$ cat config.mk
export PLATFORM = sky130hd
export DESIGN_NAME = vga_timing_recover
export DESIGN_NICKNAME = d
export VERILOG_FILES = /design/src/rtl/vga_timing_pkg.sv /design/src/rtl/vga_sync_edge.sv /design/src/rtl/vga_timing_recover.sv
export SDC_FILE = /design/constraint.sdc
export NUM_CORES = 1
export LEC_CHECK = 0
export ABC_AREA = 1
export BUFFER_PORTS_ARGS = -buffer_cell sky130_fd_sc_hd__buf_2
export CAP_MARGIN = 20
export CORE_UTILIZATION = 60
export CTS_BUF_LIST = sky130_fd_sc_hd__clkbuf_16
export DETAILED_ROUTE_END_ITERATION = 8
export GPL_TIMING_DRIVEN = 0
export HOLD_SLACK_MARGIN = 0.1
export PLACE_DENSITY = 0.85
export SETUP_SLACK_MARGIN = 0.5
export SYNTH_ARGS = -nofsm -noshare
export SYNTH_HDL_FRONTEND = slang
export SYNTH_SLANG_ARGS = --single-unit
$ cat constraint.sdc
create_clock -name i_clk -period 6.25 [get_ports i_clk]
set_input_delay 0.9375 -clock i_clk [delete_from_list [all_inputs] [get_ports i_clk]]
set_output_delay 0.9375 -clock i_clk [all_outputs]
set_load 0.005 [all_outputs]
$ cat src/rtl/vga_timing_pkg.sv
// Shared VGA 640x480 timing constants, counter widths and the timing-recovery FSM state type.
package vga_timing_pkg;

    localparam int H_SYNC   = 96;
    localparam int H_BACK   = 48;
    localparam int H_ACTIVE = 640;
    localparam int H_FRONT  = 16;
    localparam int H_TOTAL  = H_SYNC + H_BACK + H_ACTIVE + H_FRONT;

    localparam int V_SYNC   = 2;
    localparam int V_BACK   = 33;
    localparam int V_ACTIVE = 480;
    localparam int V_FRONT  = 10;
    localparam int V_TOTAL  = V_SYNC + V_BACK + V_ACTIVE + V_FRONT;

    localparam int HCNT_W = 11;
    localparam int VCNT_W = 10;
    localparam int X_W    = 10;
    localparam int Y_W    = 9;

    typedef enum logic [1:0] {
        SEARCH  = 2'd0,
        MEASURE = 2'd1,
        LOCKED  = 2'd2
    } state_t;

endpackage

$ cat src/rtl/vga_sync_edge.sv
// Sync sample register with 1->0 edge detect against the previous strobe's sample.
module vga_sync_edge (
    input  logic i_clk,
    input  logic i_rst_n,
    input  logic i_stb,
    input  logic i_sync,
    output logic o_fall
);

    logic prev_q;

    // History resets high so a sync already low after reset reads as an edge.
    always_ff @(posedge i_clk or negedge i_rst_n) begin
        if (!i_rst_n) begin
            prev_q <= 1'b1;
        end else if (i_stb) begin
            prev_q <= i_sync;
        end
    end

    assign o_fall = i_stb & prev_q & ~i_sync;

endmodule

$ cat src/rtl/vga_timing_recover.sv
// Recovers pixel position, data enable and lock status from a VGA sync/colour stream.
// Optional frame checksum accumulator is built only when VGA_RX_CHECKSUM_EN is defined.
module vga_timing_recover
    import vga_timing_pkg::*;
#(
    parameter int HSYNC = H_SYNC,
    parameter int HBP   = H_BACK,
    parameter int HACT  = H_ACTIVE,
    parameter int HTOT  = H_TOTAL,
    parameter int VSYNC = V_SYNC,
    parameter int VBP   = V_BACK,
    parameter int VACT  = V_ACTIVE,
    parameter int VTOT  = V_TOTAL
) (
    input  logic               i_clk,
    input  logic               i_rst_n,
    input  logic               i_pix_stb,
    input  logic               i_hs,
    input  logic               i_vs,
    input  logic [3:0]         i_r,
    input  logic [3:0]         i_g,
    input  logic [3:0]         i_b,
    output logic [X_W-1:0]     o_x,
    output logic [Y_W-1:0]     o_y,
    output logic               o_de,
    output logic [11:0]        o_rgb,
    output logic               o_locked,
    output logic               o_frame_start,
    output logic               o_err,
    output logic [15:0]        o_checksum,
    output state_t             o_state
);

    localparam logic [HCNT_W-1:0] H_A0   = HCNT_W'(HSYNC + HBP);
    localparam logic [HCNT_W-1:0] H_A1   = HCNT_W'(HSYNC + HBP + HACT - 1);
    localparam logic [HCNT_W-1:0] H_LAST = HCNT_W'(HTOT - 1);
    localparam logic [VCNT_W-1:0] V_A0   = VCNT_W'(VSYNC + VBP);
    localparam logic [VCNT_W-1:0] V_A1   = VCNT_W'(VSYNC + VBP + VACT - 1);
    localparam logic [VCNT_W-1:0] V_LAST = VCNT_W'(VTOT - 1);

    logic [HCNT_W-1:0] hcnt_q, h_nx;
    logic [VCNT_W-1:0] vcnt_q, v_nx;
    state_t            state_q, state_nx;
    logic              bad_q, bad_nx;
    logic              hs_fall, vs_fall;
    logic              line_fail, frame_fail, err_nx;
    logic              in_area, de_nx, fs_nx;
    logic [11:0]       rgb_in;

    vga_sync_edge u_hs_edge (
        .i_clk  (i_clk),
        .i_rst_n(i_rst_n),
        .i_stb  (i_pix_stb),
        .i_sync (i_hs),
        .o_fall (hs_fall)
    );

    vga_sync_edge u_vs_edge (
        .i_clk  (i_clk),
        .i_rst_n(i_rst_n),
        .i_stb  (i_pix_stb),
        .i_sync (i_vs),
        .o_fall (vs_fall)
    );

    assign rgb_in = {i_r, i_g, i_b};

    // i_pix_stb is the sole qualifier: with it low, inputs are ignored and all state holds.
    always_comb begin
        h_nx = hcnt_q;
        v_nx = vcnt_q;
        if (i_pix_stb) begin
            if (hs_fall) begin
                h_nx = '0;
            end else if (hcnt_q != '1) begin
                h_nx = hcnt_q + 1'b1;
            end
            if (vs_fall) begin
                v_nx = '0;
            end else if (hs_fall && vcnt_q != '1) begin
                v_nx = vcnt_q + 1'b1;
            end
        end
    end

    assign line_fail  = hs_fall && (hcnt_q != H_LAST);
    assign frame_fail = vs_fall && (vcnt_q != V_LAST);

    always_comb begin
        state_nx = state_q;
        bad_nx   = bad_q;
        err_nx   = 1'b0;
        case (state_q)
            SEARCH: begin
                if (vs_fall) begin
                    state_nx = MEASURE;
                    bad_nx   = 1'b0;
                end
            end
            MEASURE: begin
                // The frame boundary also closes the last line, so its line check counts here.
                if (vs_fall) begin
                    if (!frame_fail && !line_fail && !bad_q) begin
                        state_nx = LOCKED;
                    end
                    bad_nx = 1'b0;
                end else if (line_fail) begin
                    bad_nx = 1'b1;
                end
            end
            LOCKED: begin
                if (line_fail || frame_fail) begin
                    state_nx = SEARCH;
                    err_nx   = 1'b1;
                end
            end
            default: begin
                state_nx = SEARCH;
            end
        endcase
    end

    assign in_area = (h_nx >= H_A0) && (h_nx <= H_A1) && (v_nx >= V_A0) && (v_nx <= V_A1);
    assign de_nx   = in_area && (state_nx == LOCKED);
    assign fs_nx   = i_pix_stb && (state_nx == LOCKED) && (h_nx == H_A0) && (v_nx == V_A0);

    always_ff @(posedge i_clk or negedge i_rst_n) begin
        if (!i_rst_n) begin
            hcnt_q        <= '0;
            vcnt_q        <= '0;
            state_q       <= SEARCH;
            bad_q         <= 1'b0;
            o_x           <= '0;
            o_y           <= '0;
            o_de          <= 1'b0;
            o_rgb         <= '0;
            o_frame_start <= 1'b0;
            o_err         <= 1'b0;
        end else begin
            hcnt_q        <= h_nx;
            vcnt_q        <= v_nx;
            state_q       <= state_nx;
            bad_q         <= bad_nx;
            o_frame_start <= fs_nx;
            o_err         <= err_nx;
            if (i_pix_stb) begin
                o_de  <= de_nx;
                o_rgb <= de_nx ? rgb_in : 12'h000;
                if (in_area) begin
                    o_x <= X_W'(h_nx - H_A0);
                    o_y <= Y_W'(v_nx - V_A0);
                end
            end
        end
    end

    assign o_locked = (state_q == LOCKED);
    assign o_state  = state_q;

`ifdef VGA_RX_CHECKSUM_EN
    logic [15:0] acc_q;
    logic [15:0] sum_q;

    // Frame start latches the previous frame's total and seeds the new one with its own pixel.
    always_ff @(posedge i_clk or negedge i_rst_n) begin
        if (!i_rst_n) begin
            acc_q <= '0;
            sum_q <= '0;
        end else if (i_pix_stb) begin
            if (state_nx != LOCKED) begin
                acc_q <= '0;
            end else if (fs_nx) begin
                sum_q <= acc_q;
                acc_q <= {4'h0, rgb_in};
            end else if (de_nx) begin
                acc_q <= acc_q + {4'h0, rgb_in};
            end
        end
    end

    assign o_checksum = sum_q;
`else
    assign o_checksum = 16'h0000;
`endif

endmodule

### Word-level counts from Yosys, hierarchy flattened

Index checks and enable logic that the tools add are counted.

| word-level totals | value |
|---|---|
| input port bits | 17 |
| logic and storage cells | 75 |
| output and inout bits | 53 |
| register bits after elaboration | 60 |

| operators by class | value |
|---|---|
| mux-type cells | 18 |
| reductions and logical operators | 20 |
| order comparisons | 4 |
| equal/unequal tests | 11 |
| bitwise logic cells | 6 |
| $add $sub $neg | 4 |

Operators by type and width:

| kind | count |
|---|---|
| $mux W11 | 3 |
| $mux W10 | 3 |
| $ne A10 B10 Y1 const B | 2 |
| $logic_and A1 B1 Y1 | 12 |
| $mux W12 | 1 |
| $add A11 B1 Y11 const B | 1 |
| $eq A11 B8 Y1 const B | 1 |
| $ge A11 B8 Y1 const B | 1 |
| $le A11 B10 Y1 const B | 1 |
| $ne A11 B10 Y1 const B | 1 |
| $ne A11 B11 Y1 const B | 1 |
| $add A10 B1 Y10 const B | 1 |
| $eq A10 B6 Y1 const B | 1 |
| $ge A10 B6 Y1 const B | 1 |
| $le A10 B10 Y1 const B | 1 |
| $sub A10 B8 Y10 const B | 1 |
| $sub A9 B6 Y9 const B | 1 |
| $mux W2 | 4 |
| $pmux W2 S3 | 1 |
| $mux W1 | 5 |
| $and A1 B1 Y1 | 4 |
| $eq A2 B2 Y1 const B | 2 |
| $logic_not A1 Y1 | 3 |
| $ne A3 B3 Y1 const B | 1 |
| other kinds (9) | 10 |

### Longest topological paths before layout

Gate-level depths: netlist of run 1.

| logic depth | value |
|---|---|
| depth in word-level cells | 13 |
| depth in mapped cells | 22 |
| gate-level depth less buffers | 20 |

### Cells and area by module

A second synthesis of run 1 with hierarchy kept.

| second synthesis, totals | value |
|---|---|
| cell total of the unflattened synthesis | 529 |
| area, all modules | 3824.9 µm² |

Modules (own cells, without submodules):

| module | times used | sequential area each (µm²) | cells each | area each (µm²) |
|---|---|---|---|---|
| vga_timing_recover | 1 | 1451.4 | 515 | 3727.3 |
| vga_sync_edge | 2 | 26.3 | 7 | 48.8 |

### Worst setup path after synthesis of run 1

OpenSTA, ideal clock, no wires.

| timing path | value |
|---|---|
| path type | in2reg |
| start | in i_pix_stb |
| end | reg o_x[0] |
| buffers on the path | 3 |
| slack | 3.315 ns |
| data arrival time | 2.870 ns |
| library setup time | 0.065 ns |
| stages on the path | 19 |
| data required time | 6.185 ns |
| path through | buf_4 -> inv_2 -> nor2_2 -> nand2_1 -> buf_4 -> nand3_1 -> nand3_1 -> nand2_1 -> inv_1 -> ha_1 -> nand3b_1 -> nand3_1 -> nand2_1 -> nor2_1 -> nor2_4 -> nand3_4 -> buf_6 -> nand2_1 -> nand2_1 |

| on the way | value |
|---|---|
| longest elaborated chain between the ends | 10 |
| elaborated cells between the ends (all ways) | 19 |
| classes of those cells | add/sub: 1; order compare: 4; mux: 5; bitwise: 4; reduce/logical: 5 |

RTL lines:

| element | RTL line | source |
|---|---|---|
| from (decl) | vga_timing_recover.sv:17 | `input logic i_pix_stb,` |
| $and A1 B1 Y1 (2 in series) | vga_sync_edge.sv:21 | `assign o_fall = i_stb & prev_q & ~i_sync;` |
| $logic_and A1 B1 Y1 | vga_timing_recover.sv:80 | `end else if (hs_fall && vcnt_q != '1) begin` |
| $mux W10 | vga_timing_recover.sv:80 |  |
| $mux W10 | vga_timing_recover.sv:78 | `if (vs_fall) begin` |
| $mux W10 * | vga_timing_recover.sv:72 | `if (i_pix_stb) begin` |
| net v_nx[1] | vga_timing_recover.sv:42 | `logic [VCNT_W-1:0] vcnt_q, v_nx;` |
| $ge A10 B6 Y1 | vga_timing_recover.sv:123 | `assign in_area = (h_nx >= H_A0) && (h_nx <= H_A1) && (v_nx >= V_A0) && (v_nx <= V_A1);` |
| $logic_and A1 B1 Y1 | vga_timing_recover.sv:123 |  |
| $logic_and A1 B1 Y1 * | vga_timing_recover.sv:123 |  |
| $reduce_and A2 Y1 (no source line) * | - |  |
| to (signal assigned) | vga_timing_recover.sv:150 | `o_x <= X_W'(h_nx - H_A0);` |
| to (decl) | vga_timing_recover.sv:23 | `output logic [X_W-1:0] o_x,` |

Mark *: on every way through the listed nets, which the timed path passes. The rest lies on a longest branch.
A chain may end at the register's enable or synchronous reset.

### Final worst setup path of run 1

| timing path | value |
|---|---|
| start | in i_pix_stb |
| end | reg o_y[7] |

| on the way | value |
|---|---|
| longest elaborated chain between the ends | 10 |
| elaborated cells between the ends (all ways) | 19 |
| classes of those cells | add/sub: 1; order compare: 4; mux: 5; bitwise: 4; reduce/logical: 5 |

RTL lines:

| element | RTL line | source |
|---|---|---|
| $and A1 B1 Y1 (2 in series) | vga_sync_edge.sv:21 |  |
| $logic_and A1 B1 Y1 | vga_timing_recover.sv:80 |  |
| $mux W10 | vga_timing_recover.sv:80 |  |
| $mux W10 | vga_timing_recover.sv:78 |  |
| $mux W10 * | vga_timing_recover.sv:72 |  |
| net v_nx[1] | vga_timing_recover.sv:42 |  |
| $ge A10 B6 Y1 | vga_timing_recover.sv:123 |  |
| $logic_and A1 B1 Y1 (2 in series) | vga_timing_recover.sv:123 |  |
| $reduce_and A2 Y1 (no source line) | - |  |
| to (signal assigned) | vga_timing_recover.sv:151 | `o_y <= Y_W'(v_nx - V_A0);` |
| to (decl) | vga_timing_recover.sv:24 | `output logic [Y_W-1:0] o_y,` |

Marked as above.

==> impl_table.tex, run 1 <==
\begin{tabular}{lr}
\hline
Metric & Value \\
\hline
\multicolumn{2}{l}{\textbf{Die}} \\
\quad \# rows & 29 \\
\quad Chip Width & 83.2 um \\
\quad Area of the core region & 0.00635 mm2 \\
\quad Number of placed I/O pins & 70 \\
\quad Floorplan die area & 0.00693 mm2 \\
\quad Initial core utilization & 62.3\% \\
\quad Die extent in y & 83.2 um \\
\multicolumn{2}{l}{\textbf{Worst setup path}} \\
\quad Cell with the largest stage delay on the worst path & sky130\_fd\_sc\_hd\_\_o21ai\_1 \\
\quad Critical Setup Path Class & input port to flop \\
\quad Setup slack on the worst flop-to-flop path & 3.17 ns \\
\quad CP cell instances & buf\_2, buf\_4, inv\_2, nor2\_2, nand2\_1, clkinv\_1, o21ai\_1, nand2\_1, inv\_1, ha\_1, inv\_1, nand3\_1, nand2\_1, nor2\_1, nand2\_1, nand2\_2, nand2\_1, nor2\_2, nand3\_4, buf\_6, nand2\_1, nand2\_1 \\
\quad Worst-case reg-to-reg path depth & 19 \\
\quad Launching point of the worst reg2reg path & vcnt\_q[0]\$\_DFF\_PN0\_ \\
\quad Worst Setup End Kind & flop \\
\quad Top fanout value on the critical path & 10 \\
\quad Required time reported for the critical path endpoint & 6.47 ns \\
\quad Slowest stage delay, CP & 0.22 ns \\
\quad Endpoint of the most critical register-to-register path & o\_y[7]\$\_DFFE\_PN0P\_ \\
\quad Cell occurring most often along the worst timing path & sky130\_fd\_sc\_hd\_\_nand2\_1 \\
\quad CP Data Arrival Time & 3.37 ns \\
\quad Critical path launch point type & input port \\
\multicolumn{2}{l}{\textbf{Final layout}} \\
\quad Non-filler cells in the finished layout & 694 \\
\quad Filler cells & 485 \\
\quad Number of nets in the final layout & 637 \\
\quad Syn-to-layout area delta & 18.5\% \\
\quad Ratio of cells with drive above 1 in the final layout & 27.4\% \\
\quad Inserted Diodes & 0 \\
\quad Area of all placed cells without fillers & 0.00469 mm2 \\
\multicolumn{2}{l}{\textbf{STA}} \\
\quad Max Clock Freq & 317 MHz \\
\quad Tmin final & 3.15 ns \\
\quad Worst slew slack as a fraction of its limit & 61.4\% \\
\quad Slew @ Worst Pin & 0.579 ns \\
\quad Setup clock skew after layout & 0.00732 ns \\
\quad Post-Route Setup TNS & 0 ns \\
\quad Final Hold Violating Endpoints & 0 \\
\quad RSZ-0062 raised after global routing & no \\
\quad Final number of max-transition violations & 0 \\
\quad Final setup violation count & 0 \\
\quad Final period util & 50.4\% \\
\multicolumn{2}{l}{\textbf{Synth}} \\
\quad Synth Flop Type & sky130\_fd\_sc\_hd\_\_dfrtp\_1 \\
\quad Seq/Total Area, Yosys & 38.0\% \\
\quad Number of flops mapped to enable cells by yosys & 0 \\
\quad Synthesized netlist cell count & 532 \\
\quad Number of distinct library cell variants in the gate-level netlist after synthesis & 34 \\
\quad Synthesis Warnings & 0 \\
\quad Share of flip-flops with an asynchronous set or reset after synthesis & 100\% \\
\quad Number of storage elements in the synthesis netlist & 60 \\
\quad Per-instance average area after synthesis & 7.44 um2 \\
\quad Mapped Area & 0.00396 mm2 \\
\multicolumn{2}{l}{\textbf{GRT}} \\
\quad Largest net degree at the start of global routing & 37 \\
\quad Number of antenna violations at the first check in global routing & 0 \\
\quad Remaining global-route overflow & 0 \\
\quad Aggregate global-route resource usage & 29.1\% \\
\quad Vias in the first global route & 3,528 \\
\quad Wire length of the first global-routing pass & 16,200 um \\
\multicolumn{2}{l}{\textbf{Clock tree}} \\
\quad TritonCTS Buffers & 9 \\
\quad Post-CTS setup repair buffer count & 0 \\
\quad Number of gates resized after cts & 0 \\
\quad Cts-stage hold buffer count & 0 \\
\quad Clock Sinks & 60 \\
\quad Bufs on Longest Clock Path & 2 \\
\quad CTS tree & yes \\
\quad Max H-tree Level & 3 \\
\quad Register clock-pin slew on the reported worst setup and hold paths & 0.05 ns \\
\quad Cell chosen for the clock root & sky130\_fd\_sc\_hd\_\_clkbuf\_16 \\
\quad Worst-skew pair later-pin latency & 0.33 ns \\
\multicolumn{2}{l}{\textbf{Place}} \\
\quad Input/output buffers & 53 \\
\quad Gpl congestion & 0.891 \\
\quad Placed Cells incl. Taps & 678 \\
\quad DPL Wire Length & 6830 um \\
\quad Instance area at placement & 0.00440 mm2 \\
\multicolumn{2}{l}{\textbf{Power and ir drop}} \\
\quad PwrDens & 307 mW/mm2 \\
\quad Overall power & 1.44 mW \\
\quad Maximum VDD drop & 0.235 mV \\
\quad LEAKAGE & 2.65 nW \\
\multicolumn{2}{l}{\textbf{Drt}} \\
\quad Routed Wire Length & 9320 um \\
\quad Ratio of routed vias to standard cells & 5.24 \\
\quad Mean routed wirelength per cell & 13.4 um \\
\quad Number of violations reported at the end of detailed-routing iteration 0 & 196 \\
\quad Remaining antenna violation count after routing & 0 \\
\quad Routed vias & 3,634 \\
\quad Number of remaining DRC errors & 0 \\
\quad First-pass iteration count of the detailed router & 5 \\
\multicolumn{2}{l}{\textbf{Worst hold path}} \\
\quad Hold path endpoint & o\_y[2]\$\_DFFE\_PN0P\_ \\
\quad Hold path depth & 2 \\
\quad Class of the most critical hold timing path & flop to flop \\
\quad Start point of the worst min-delay path & o\_y[2]\$\_DFFE\_PN0P\_ \\
\multicolumn{2}{l}{\textbf{Run status}} \\
\quad Result of the run & finished, final reports clean \\
\multicolumn{2}{l}{\textbf{Job}} \\
\quad Max-cap violations & 0 \\
\hline
\end{tabular}
==> worst max path at each step <==
stage,start,to,depth (start not counted)
6_report,i_pix_stb,o_y[7]$_DFFE_PN0P_,22
5_1_grt,i_pix_stb,o_y[7]$_DFFE_PN0P_,22
4_1_cts,i_pix_stb,o_y[7]$_DFFE_PN0P_,22
3_5_place_dp,i_pix_stb,o_y[4]$_DFFE_PN0P_,22
3_3_place_gp,i_pix_stb,o_y[6]$_DFFE_PN0P_,22
2_1_floorplan,i_pix_stb,o_x[0]$_DFFE_PN0P_,19
==> where the power goes <==
part | leakage [nW] | internal, mW | switching, mW
clock | 0.137 | 0.306 | 0.176
sequential | 0.787 | 0.476 | 0.0663
combinational | 1.72 | 0.163 | 0.252
total | 2.65 | 0.944 | 0.494
==> cell families (layout without fill, tap and decap cells) <==
logic type	Yosys count	in the layout	share of synthesized area, %
simple gates	337	337	42.3
buf+inv	98	168	12.2
flops	60	60	38.0
compound gates	18	18	2.72
xor+xnor	10	10	2.21
fa+ha+maj	8	8	2.53
other cells	1	16	0.0947
==> cells in the mapped netlist (4+ instances only) <==
| master | count | area [um2] |
|---|---|---|
| sky130_fd_sc_hd__nor2_4 | 8 | 90.1 |
| sky130_fd_sc_hd__xor2_1 | 7 | 61.3 |
| sky130_fd_sc_hd__nand3_2 | 24 | 240 |
| sky130_fd_sc_hd__nand4_1 | 13 | 81.3 |
| sky130_fd_sc_hd__nor2_2 | 4 | 25.0 |
| sky130_fd_sc_hd__a21oi_1 | 5 | 25.0 |
| sky130_fd_sc_hd__buf_2 | 5 | 25.0 |
| sky130_fd_sc_hd__nand2_2 | 14 | 87.6 |
| sky130_fd_sc_hd__o21ai_0 | 7 | 35.0 |
| sky130_fd_sc_hd__nand3_1 | 50 | 250 |
| sky130_fd_sc_hd__buf_6 | 5 | 56.3 |
| sky130_fd_sc_hd__nand2_1 | 179 | 672 |
| sky130_fd_sc_hd__inv_2 | 11 | 41.3 |
| sky130_fd_sc_hd__ha_1 | 8 | 100 |
| sky130_fd_sc_hd__nor2_1 | 37 | 139 |
| sky130_fd_sc_hd__inv_1 | 55 | 206 |
| sky130_fd_sc_hd__dfrtp_1 | 58 | 1450 |
| sky130_fd_sc_hd__buf_4 | 19 | 143 |
==> layout by cell type (no fill, tap or decap), types with 14 or more instances in the layout <==
cell type                 count
sky130_fd_sc_hd__nand3_1     50
sky130_fd_sc_hd__buf_4       19
sky130_fd_sc_hd__dfrtp_1     58
sky130_fd_sc_hd__nand2_2     14
sky130_fd_sc_hd__conb_1      16
sky130_fd_sc_hd__nor2_1      37
sky130_fd_sc_hd__buf_2       58
sky130_fd_sc_hd__inv_1       55
sky130_fd_sc_hd__nand2_1    179
sky130_fd_sc_hd__nand3_2     24
==> per-stage QoR <==
| stage | hold WS, ns | utilization (%) | setup WS (ns) |
|---|---|---|---|
| 3_3_place_gp | 0.451 | 68.9 | 2.84 |
| 4_1_cts | 0.468 | 73.9 | 3.11 |
| 3_5_place_dp | 0.455 | 69.2 | 2.81 |
| 6_report | 0.467 | 73.9 | 3.10 |
| 2_1_floorplan | 0.462 | - | 3.31 |
| 5_1_grt | 0.484 | 73.9 | 2.86 |
==> worst max-delay path: cells and delay by family <==
kind	cells	cell delay [ns]
simple gates	13	1.13
fa+ha+maj	1	0.16
buf+inv	7	0.90
compound gates	1	0.22
==> area by class of cell <==
class | instances | area (um2) | area share, %
Buffer | 31 | 231 | 4.94
Clock buffer | 9 | 225 | 4.80
Clock inverter | 7 | 67.6 | 1.44
Inverter | 67 | 251 | 5.36
Multi-Input combinational cell | 389 | 2030 | 43.2
Sequential cell | 60 | 1500 | 32.1
Tap cell | 77 | 96.3 | 2.05
Timing Repair Buffer | 54 | 285 | 6.08
==> layer usage <==
metal / vias to the layer above / GRT usage, % / share of wire, %
met5: - / 0 / 0
met4: 0 / 10.5 / 1.9
met3: 19 / 4.17 / 5.3
met2: 115 / 50.1 / 49
met1: 1705 / 37.4 / 43
li1: 1795 / - / -
==> state kept, by name, indices dropped and copies added (netlist names) <==
signal,flops
u_hs_edge.prev_q,1
o_de,1
o_y,9
vcnt_q,10
o_err,1
o_rgb,12
u_vs_edge.prev_q,1
o_frame_start,1
bad_q,1
hcnt_q,11
o_state,2
o_x,10
(Power assumes the default switching activity.)
==> run 2, diff against run 1 <==
- CORE_UTILIZATION: 60 -> 57
- PLACE_DENSITY: 0.85 -> 0.81
- clock period: 6.25 -> 3.2 ns (I/O delays scaled with it)
==> impl_table.tex, run 2 (synthesis results as in run 1) <==
\begin{tabular}{lr}
\hline
Metric & Value \\
\hline
\multicolumn{2}{l}{\textbf{Run status}} \\
\quad Result of the run & finished, final reports clean \\
\multicolumn{2}{l}{\textbf{STA}} \\
\quad Final Hold Violating Endpoints & 0 \\
\quad Post-layout worst setup margin & 0.384 ns \\
\quad Worst slew slack as a fraction of its limit & 59.0\% \\
\quad Final number of max-transition violations & 0 \\
\quad RSZ-0062 raised after global routing & no \\
\quad Final period util & 88.0\% \\
\quad Final setup violation count & 0 \\
\quad Post-Route Setup TNS & 0 ns \\
\quad Tmin final & 2.82 ns \\
\quad Max Clock Freq & 355 MHz \\
\quad Setup clock skew after layout & 0.00871 ns \\
\quad Slew @ Worst Pin & 0.615 ns \\
\multicolumn{2}{l}{\textbf{Final layout}} \\
\quad Inserted Diodes & 0 \\
\quad Reg with most FFs & o\_rgb \\
\quad Most common cell after layout, fill and taps aside & sky130\_fd\_sc\_hd\_\_nand2\_1 \\
\quad Area occupied by multi-input gates & 0.00220 mm2 \\
\quad Footprint of the flip-flops and latches & 0.00151 mm2 \\
\quad Number of nets in the final layout & 681 \\
\quad Max FFs per register & 12 \\
\quad Ratio of cells with drive above 1 in the final layout & 37.5\% \\
\quad Biggest registers after layout & o\_rgb (12), hcnt\_q (11) \\
\quad Syn-to-layout area delta & 35.2\% \\
\quad Filler cells & 407 \\
\quad Highest-count cells in the layout ignoring fill and taps & 170 x sky130\_fd\_sc\_hd\_\_nand2\_1, 57 x sky130\_fd\_sc\_hd\_\_buf\_2, 54 x sky130\_fd\_sc\_hd\_\_buf\_4, 54 x sky130\_fd\_sc\_hd\_\_dfrtp\_1, 49 x sky130\_fd\_sc\_hd\_\_inv\_1 \\
\multicolumn{2}{l}{\textbf{GRT}} \\
\quad Number of antenna violations at the first check in global routing & 0 \\
\quad Vias in the first global route & 3,604 \\
\quad Largest net degree at the start of global routing & 38 \\
\quad Remaining global-route overflow & 0 \\
\quad Aggregate global-route resource usage & 29.7\% \\
\quad Wire length of the first global-routing pass & 16,800 um \\
\multicolumn{2}{l}{\textbf{Power and ir drop}} \\
\quad Sequential cell fraction of total power & 33.0\% \\
\quad Share of power burned in combinational logic & 32.1\% \\
\quad Sw Share & 34.6\% \\
\quad Power share of the clock group & 34.9\% \\
\quad Power Internal & 2.13 mW \\
\quad PwrDens & 608 mW/mm2 \\
\quad LEAKAGE & 2.94 nW \\
\quad Switch Pwr & 1.13 mW \\
\quad Maximum VDD drop & 0.570 mV \\
\multicolumn{2}{l}{\textbf{Die}} \\
\quad Die extent in y & 85.3 um \\
\quad Chip Width & 85.3 um \\
\quad Number of placed I/O pins & 70 \\
\quad \# rows & 30 \\
\quad Area of the core region & 0.00676 mm2 \\
\quad Floorplan die area & 0.00728 mm2 \\
\quad Initial core utilization & 58.6\% \\
\multicolumn{2}{l}{\textbf{Clock tree}} \\
\quad Max H-tree Level & 3 \\
\quad Clock Sinks & 60 \\
\quad Register clock-pin slew on the reported worst setup and hold paths & 0.06 ns \\
\quad Cell chosen for the clock root & sky130\_fd\_sc\_hd\_\_clkbuf\_16 \\
\quad TritonCTS Buffers & 9 \\
\quad CTS tree & yes \\
\quad Bufs on Longest Clock Path & 2 \\
\quad Worst-skew pair later-pin latency & 0.33 ns \\
\multicolumn{2}{l}{\textbf{Drt}} \\
\quad Remaining antenna violation count after routing & 0 \\
\quad Number of remaining DRC errors & 0 \\
\quad Ratio of routed vias to standard cells & 5.62 \\
\quad Number of violations reported at the end of detailed-routing iteration 0 & 366 \\
\quad Mean routed wirelength per cell & 16.5 um \\
\quad Routed Wire Length & 12,200 um \\
\quad Routed vias & 4,162 \\
\quad First-pass iteration count of the detailed router & 5 \\
\multicolumn{2}{l}{\textbf{Worst setup path}} \\
\quad CP Data Arrival Time & 3.09 ns \\
\quad Critical path startpoint & vcnt\_q[1]\$\_DFF\_PN0\_ \\
\quad Required time reported for the critical path endpoint & 3.47 ns \\
\quad Critical Setup Path Class & flop to flop \\
\quad Top fanout value on the critical path & 6 \\
\quad Critical path launch point type & flop \\
\quad Worst Setup End Kind & flop \\
\quad Launching point of the worst reg2reg path & vcnt\_q[1]\$\_DFF\_PN0\_ \\
\multicolumn{2}{l}{\textbf{Place}} \\
\quad Input/output buffers & 53 \\
\quad DP Worst Slack & 0.169 ns \\
\quad Gpl congestion & 0.909 \\
\quad DPL Wire Length & 6840 um \\
\multicolumn{2}{l}{\textbf{Worst hold path}} \\
\quad Class of the most critical hold timing path & input port to async pin \\
\multicolumn{2}{l}{\textbf{Job}} \\
\quad Max-cap violations & 0 \\
\hline
\end{tabular}
==> run 2: cell types whose count changed in the layout (fill, tap and decap cells not counted), sizes merged <==
cell	delta
inv	+2
clkinv	-2
clkbuf	+1
clkinvlp	-2
buf	+43
bufinv	+2
==> run 2: power by group through the flow <==
stage	Combinational, mW	Sequential [mW]	Clock, mW
after global routing	1.13	1.09	1.18
after global placement	0.770	1.05	0
after floorplan	0.518	1.06	0
final	1.04	1.07	1.14
after CTS	0.852	1.05	1.12
after detailed placement	0.798	1.06	0
==> run 2: metrics by stage <==
step                      util [%]  hold WS, ns  area [um2]  power, mW  std cells
final                         79.2        0.138        5350       3.25        741
after floorplan                  -        0.184        4020       1.57        547
after CTS                     72.8        0.153        4920       3.03        711
after global routing          79.2        0.184        5350       3.39        741
after detailed placement      65.1        0.456        4400       1.86        681
after global placement        64.8        0.451        4380       1.82        680
==> run 2: layout make-up <==
cell class / instances / area share, %
well taps: 80 / 1.87
multi-input cells: 389 / 41.1
plain buffers: 31 / 4.82
clock buffers: 9 / 4.21
repair buffers: 98 / 12.6
flip-flops and latches: 60 / 28.2
inverters: 67 / 4.84
clock inverters: 7 / 2.31
==> run 2: path summary, 6_finish.rpt <==
path                                         end  slack (ns)  depth (start not counted)
setup / recovery              o_y[6]$_DFFE_PN0P_        0.38                         20
hold / removal              o_state[0]$_DFF_PN0_        0.14                          1
setup reg to reg              o_y[6]$_DFFE_PN0P_        0.38                         20
hold reg to reg             o_rgb[5]$_DFFE_PN0P_        0.47                          2
max in group asynchronous    hcnt_q[2]$_DFF_PN0_        2.44                          2
min in group i_clk         o_rgb[11]$_DFFE_PN0P_        0.37                          3
==> run 2: metal layers <==
metal / up-vias / track usage [%] / wire length [um]
met1: 1956 / 37.4 / 4630
met2: 247 / 50.4 / 6070
met3: 70 / 4.96 / 871
li1: 1889 / - / -
met4: 0 / 13.8 / 668
met5: - / 0 / 0
==> run 2: timing repair <==
action                                  CTS  global route
buffers inserted                         12            29
hold buffers                              0             0
endpoints found under the setup margin   32            32
pin swaps                                 5            24
gates cloned                              2             1
gates resized for setup                  11            55
==> run 2: worst max-delay path, cell delays in order, from the launching register on <==
cell                      delay (ns)
sky130_fd_sc_hd__dfrtp_2        0.42
sky130_fd_sc_hd__ha_4           0.18
sky130_fd_sc_hd__inv_4          0.04
sky130_fd_sc_hd__nor2_4         0.15
sky130_fd_sc_hd__nand3_4        0.16
sky130_fd_sc_hd__nand2_8        0.14
sky130_fd_sc_hd__inv_4          0.05
sky130_fd_sc_hd__nand2_4        0.06
sky130_fd_sc_hd__nand3_4        0.12
sky130_fd_sc_hd__inv_4          0.10
sky130_fd_sc_hd__ha_4           0.15
sky130_fd_sc_hd__nand2_1        0.09
sky130_fd_sc_hd__nor2_2         0.17
sky130_fd_sc_hd__nand3_1        0.14
sky130_fd_sc_hd__nand2_1        0.12
sky130_fd_sc_hd__nand2_2        0.06
sky130_fd_sc_hd__nor2_4         0.15
sky130_fd_sc_hd__buf_6          0.14
sky130_fd_sc_hd__buf_6          0.11
sky130_fd_sc_hd__nand3_1        0.10
sky130_fd_sc_hd__nand2_1        0.09
==> run 3, diff against run 2 <==
- RECOVER_POWER: default -> 50
==> impl_table.tex, run 3 (synthesis results as in run 1) <==
\begin{tabular}{lr}
\hline
Metric & Value \\
\hline
\multicolumn{2}{l}{\textbf{Final layout}} \\
\quad Number of nets in the final layout & 681 \\
\quad Biggest registers after layout & o\_rgb (12), hcnt\_q (11) \\
\quad Ratio of cells with drive above 1 in the final layout & 36.5\% \\
\quad Most common cell after layout, fill and taps aside & sky130\_fd\_sc\_hd\_\_nand2\_1 \\
\quad Syn-to-layout area delta & 35.0\% \\
\quad Reg with most FFs & o\_rgb \\
\quad Area of all placed cells without fillers & 0.00534 mm2 \\
\quad Inserted Diodes & 0 \\
\quad Max FFs per register & 12 \\
\quad Highest-count cells in the layout ignoring fill and taps & 170 x sky130\_fd\_sc\_hd\_\_nand2\_1, 54 x sky130\_fd\_sc\_hd\_\_buf\_4, 54 x sky130\_fd\_sc\_hd\_\_dfrtp\_1 \\
\quad Filler cells & 410 \\
\quad Final core occ & 79.1\% \\
\multicolumn{2}{l}{\textbf{GRT}} \\
\quad Remaining global-route overflow & 0 \\
\quad Wire length of the first global-routing pass & 16,800 um \\
\quad Vias in the first global route & 3,604 \\
\quad Aggregate global-route resource usage & 29.7\% \\
\quad Largest net degree at the start of global routing & 38 \\
\quad Number of antenna violations at the first check in global routing & 0 \\
\multicolumn{2}{l}{\textbf{Drt}} \\
\quad Number of remaining DRC errors & 0 \\
\quad Routed vias & 4,123 \\
\quad Ratio of routed vias to standard cells & 5.56 \\
\quad First-pass iteration count of the detailed router & 5 \\
\quad Mean routed wirelength per cell & 16.6 um \\
\quad Number of violations reported at the end of detailed-routing iteration 0 & 412 \\
\quad Remaining antenna violation count after routing & 0 \\
\quad Routed Wire Length & 12,300 um \\
\multicolumn{2}{l}{\textbf{STA}} \\
\quad RSZ-0062 raised after global routing & no \\
\quad Post-Route Setup TNS & 0 ns \\
\quad Slew @ Worst Pin & 1.38 ns \\
\quad Final number of max-transition violations & 0 \\
\quad Max Clock Freq & 356 MHz \\
\quad Worst slew slack as a fraction of its limit & 8.19\% \\
\quad Tmin final & 2.81 ns \\
\quad Final setup violation count & 0 \\
\quad Post-layout worst setup margin & 0.390 ns \\
\quad Final Hold Violating Endpoints & 0 \\
\quad Final period util & 87.8\% \\
\quad Setup clock skew after layout & 0.00818 ns \\
\multicolumn{2}{l}{\textbf{Clock tree}} \\
\quad Max H-tree Level & 3 \\
\quad Register clock-pin slew on the reported worst setup and hold paths & 0.06 ns \\
\quad Clock Sinks & 60 \\
\quad Worst-skew pair later-pin latency & 0.33 ns \\
\quad CTS tree & yes \\
\quad TritonCTS Buffers & 9 \\
\quad Bufs on Longest Clock Path & 2 \\
\quad Cell chosen for the clock root & sky130\_fd\_sc\_hd\_\_clkbuf\_16 \\
\multicolumn{2}{l}{\textbf{Worst hold path}} \\
\quad Hold path endpoint & o\_rgb[11]\$\_DFFE\_PN0P\_ \\
\quad Start point of the worst min-delay path & i\_r[3] \\
\quad Hold path depth & 3 \\
\quad Class of the most critical hold timing path & input port to flop \\
\multicolumn{2}{l}{\textbf{Die}} \\
\quad \# rows & 30 \\
\quad Chip Width & 85.3 um \\
\quad Initial core utilization & 58.6\% \\
\quad Number of placed I/O pins & 70 \\
\quad Floorplan die area & 0.00728 mm2 \\
\quad Die extent in y & 85.3 um \\
\quad Area of the core region & 0.00676 mm2 \\
\multicolumn{2}{l}{\textbf{Place}} \\
\quad Instance area at placement & 0.00440 mm2 \\
\quad Input/output buffers & 53 \\
\quad DPL Wire Length & 6840 um \\
\quad DP Worst Slack & 0.169 ns \\
\quad Gpl congestion & 0.909 \\
\multicolumn{2}{l}{\textbf{Power and ir drop}} \\
\quad PwrDens & 607 mW/mm2 \\
\quad LEAKAGE & 2.91 nW \\
\quad Maximum VDD drop & 0.571 mV \\
\quad Overall power & 3.25 mW \\
\multicolumn{2}{l}{\textbf{Job}} \\
\quad Max-cap violations & 0 \\
\multicolumn{2}{l}{\textbf{Worst setup path}} \\
\quad Setup slack on the worst flop-to-flop path & 0.39 ns \\
\quad Critical path launch point type & flop \\
\quad Required time reported for the critical path endpoint & 3.47 ns \\
\quad Launching point of the worst reg2reg path & vcnt\_q[1]\$\_DFF\_PN0\_ \\
\quad Critical Setup Path Class & flop to flop \\
\quad Endpoint of the most critical register-to-register path & o\_y[6]\$\_DFFE\_PN0P\_ \\
\quad Top fanout value on the critical path & 6 \\
\quad Worst-case reg-to-reg path depth & 20 \\
\quad CP Data Arrival Time & 3.08 ns \\
\quad Worst Setup End Kind & flop \\
\multicolumn{2}{l}{\textbf{Run status}} \\
\quad Result of the run & finished, final reports clean \\
\hline
\end{tabular}
[run 3: cell types whose count changed in the layout (fill, tap and decap cells not counted)]
cell and change:
sky130_fd_sc_hd__clkbuf_1 +7, sky130_fd_sc_hd__buf_2 -7
[run 3: worst max path at each step]
| stage | startpoint | to | slack (ns) | depth (start not counted) |
|---|---|---|---|---|
| after floorplan | vcnt_q[0]$_DFF_PN0_ | o_x[4]$_DFFE_PN0P_ | 0.69 | 19 |
| after CTS | vcnt_q[1]$_DFF_PN0_ | o_rgb[9]$_DFFE_PN0P_ | 0.50 | 20 |
| after global placement | i_pix_stb | o_x[3]$_DFFE_PN0P_ | 0.24 | 22 |
| after detailed placement | vcnt_q[0]$_DFF_PN0_ | o_x[2]$_DFFE_PN0P_ | 0.17 | 19 |
| after global routing | vcnt_q[1]$_DFF_PN0_ | o_y[7]$_DFFE_PN0P_ | 0.34 | 20 |
| final | vcnt_q[1]$_DFF_PN0_ | o_y[6]$_DFFE_PN0P_ | 0.39 | 20 |
[run 3: area by class of cell]
class / count / area (um2) / area share [%]
Buffer: 31 / 258 / 4.82
Clock buffer: 9 / 225 / 4.22
Clock inverter: 7 / 124 / 2.32
Inverter: 67 / 259 / 4.85
Multi-Input combinational cell: 389 / 2200 / 41.2
Sequential cell: 60 / 1510 / 28.2
Tap cell: 80 / 100 / 1.87
Timing Repair Buffer: 98 / 667 / 12.5
[run 3: repair_timing]
action                                 4_1_cts  5_1_grt
endpoints found under the hold margin        0        0
cloned                                       2        1
buffers inserted                            12       29
setup endpoints to repair                   32       32
hold buffers                                 0        0
gates resized for setup                     11       55
pin swaps                                    5       24
[run 3: per-stage QoR]
step / std cells / hold slack [ns]
finish: 741 / 0.372
global route: 741 / 0.386
CTS: 711 / 0.153
detailed placement: 681 / 0.456
global placement: 680 / 0.451
floorplan: 547 / 0.184
[run 3: power breakdown]
group / total (mW) / switching, mW / internal [mW]
Combinational: 1.04 / 0.612 / 0.425
Sequential: 1.07 / 0.142 / 0.932
Clock: 1.14 / 0.370 / 0.765
[run 3: critical path, cell delays in order, from the launching register on]
cell and delay, ns:
sky130_fd_sc_hd__dfrtp_2 0.42, sky130_fd_sc_hd__ha_4 0.18, sky130_fd_sc_hd__inv_4 0.04, sky130_fd_sc_hd__nor2_4 0.15, sky130_fd_sc_hd__nand3_4 0.16, sky130_fd_sc_hd__nand2_8 0.14
sky130_fd_sc_hd__inv_4 0.05, sky130_fd_sc_hd__nand2_4 0.06, sky130_fd_sc_hd__nand3_4 0.12, sky130_fd_sc_hd__inv_4 0.10, sky130_fd_sc_hd__ha_4 0.15, sky130_fd_sc_hd__nand2_1 0.09
sky130_fd_sc_hd__nor2_2 0.17, sky130_fd_sc_hd__nand3_1 0.14, sky130_fd_sc_hd__nand2_1 0.12, sky130_fd_sc_hd__nand2_2 0.06, sky130_fd_sc_hd__nor2_4 0.16, sky130_fd_sc_hd__buf_6 0.14
sky130_fd_sc_hd__buf_6 0.11, sky130_fd_sc_hd__nand3_1 0.09, sky130_fd_sc_hd__nand2_1 0.09
[run 3: layer usage]
| metal | part of all wire, % | vias to the layer above | GRT usage (%) |
|---|---|---|---|
| li1 | - | 1895 | - |
| met1 | 38 | 1925 | 37.4 |
| met2 | 49 | 233 | 50.4 |
| met3 | 7.4 | 70 | 4.96 |
| met4 | 5.5 | 0 | 13.8 |
| met5 | 0 | - | 0 |
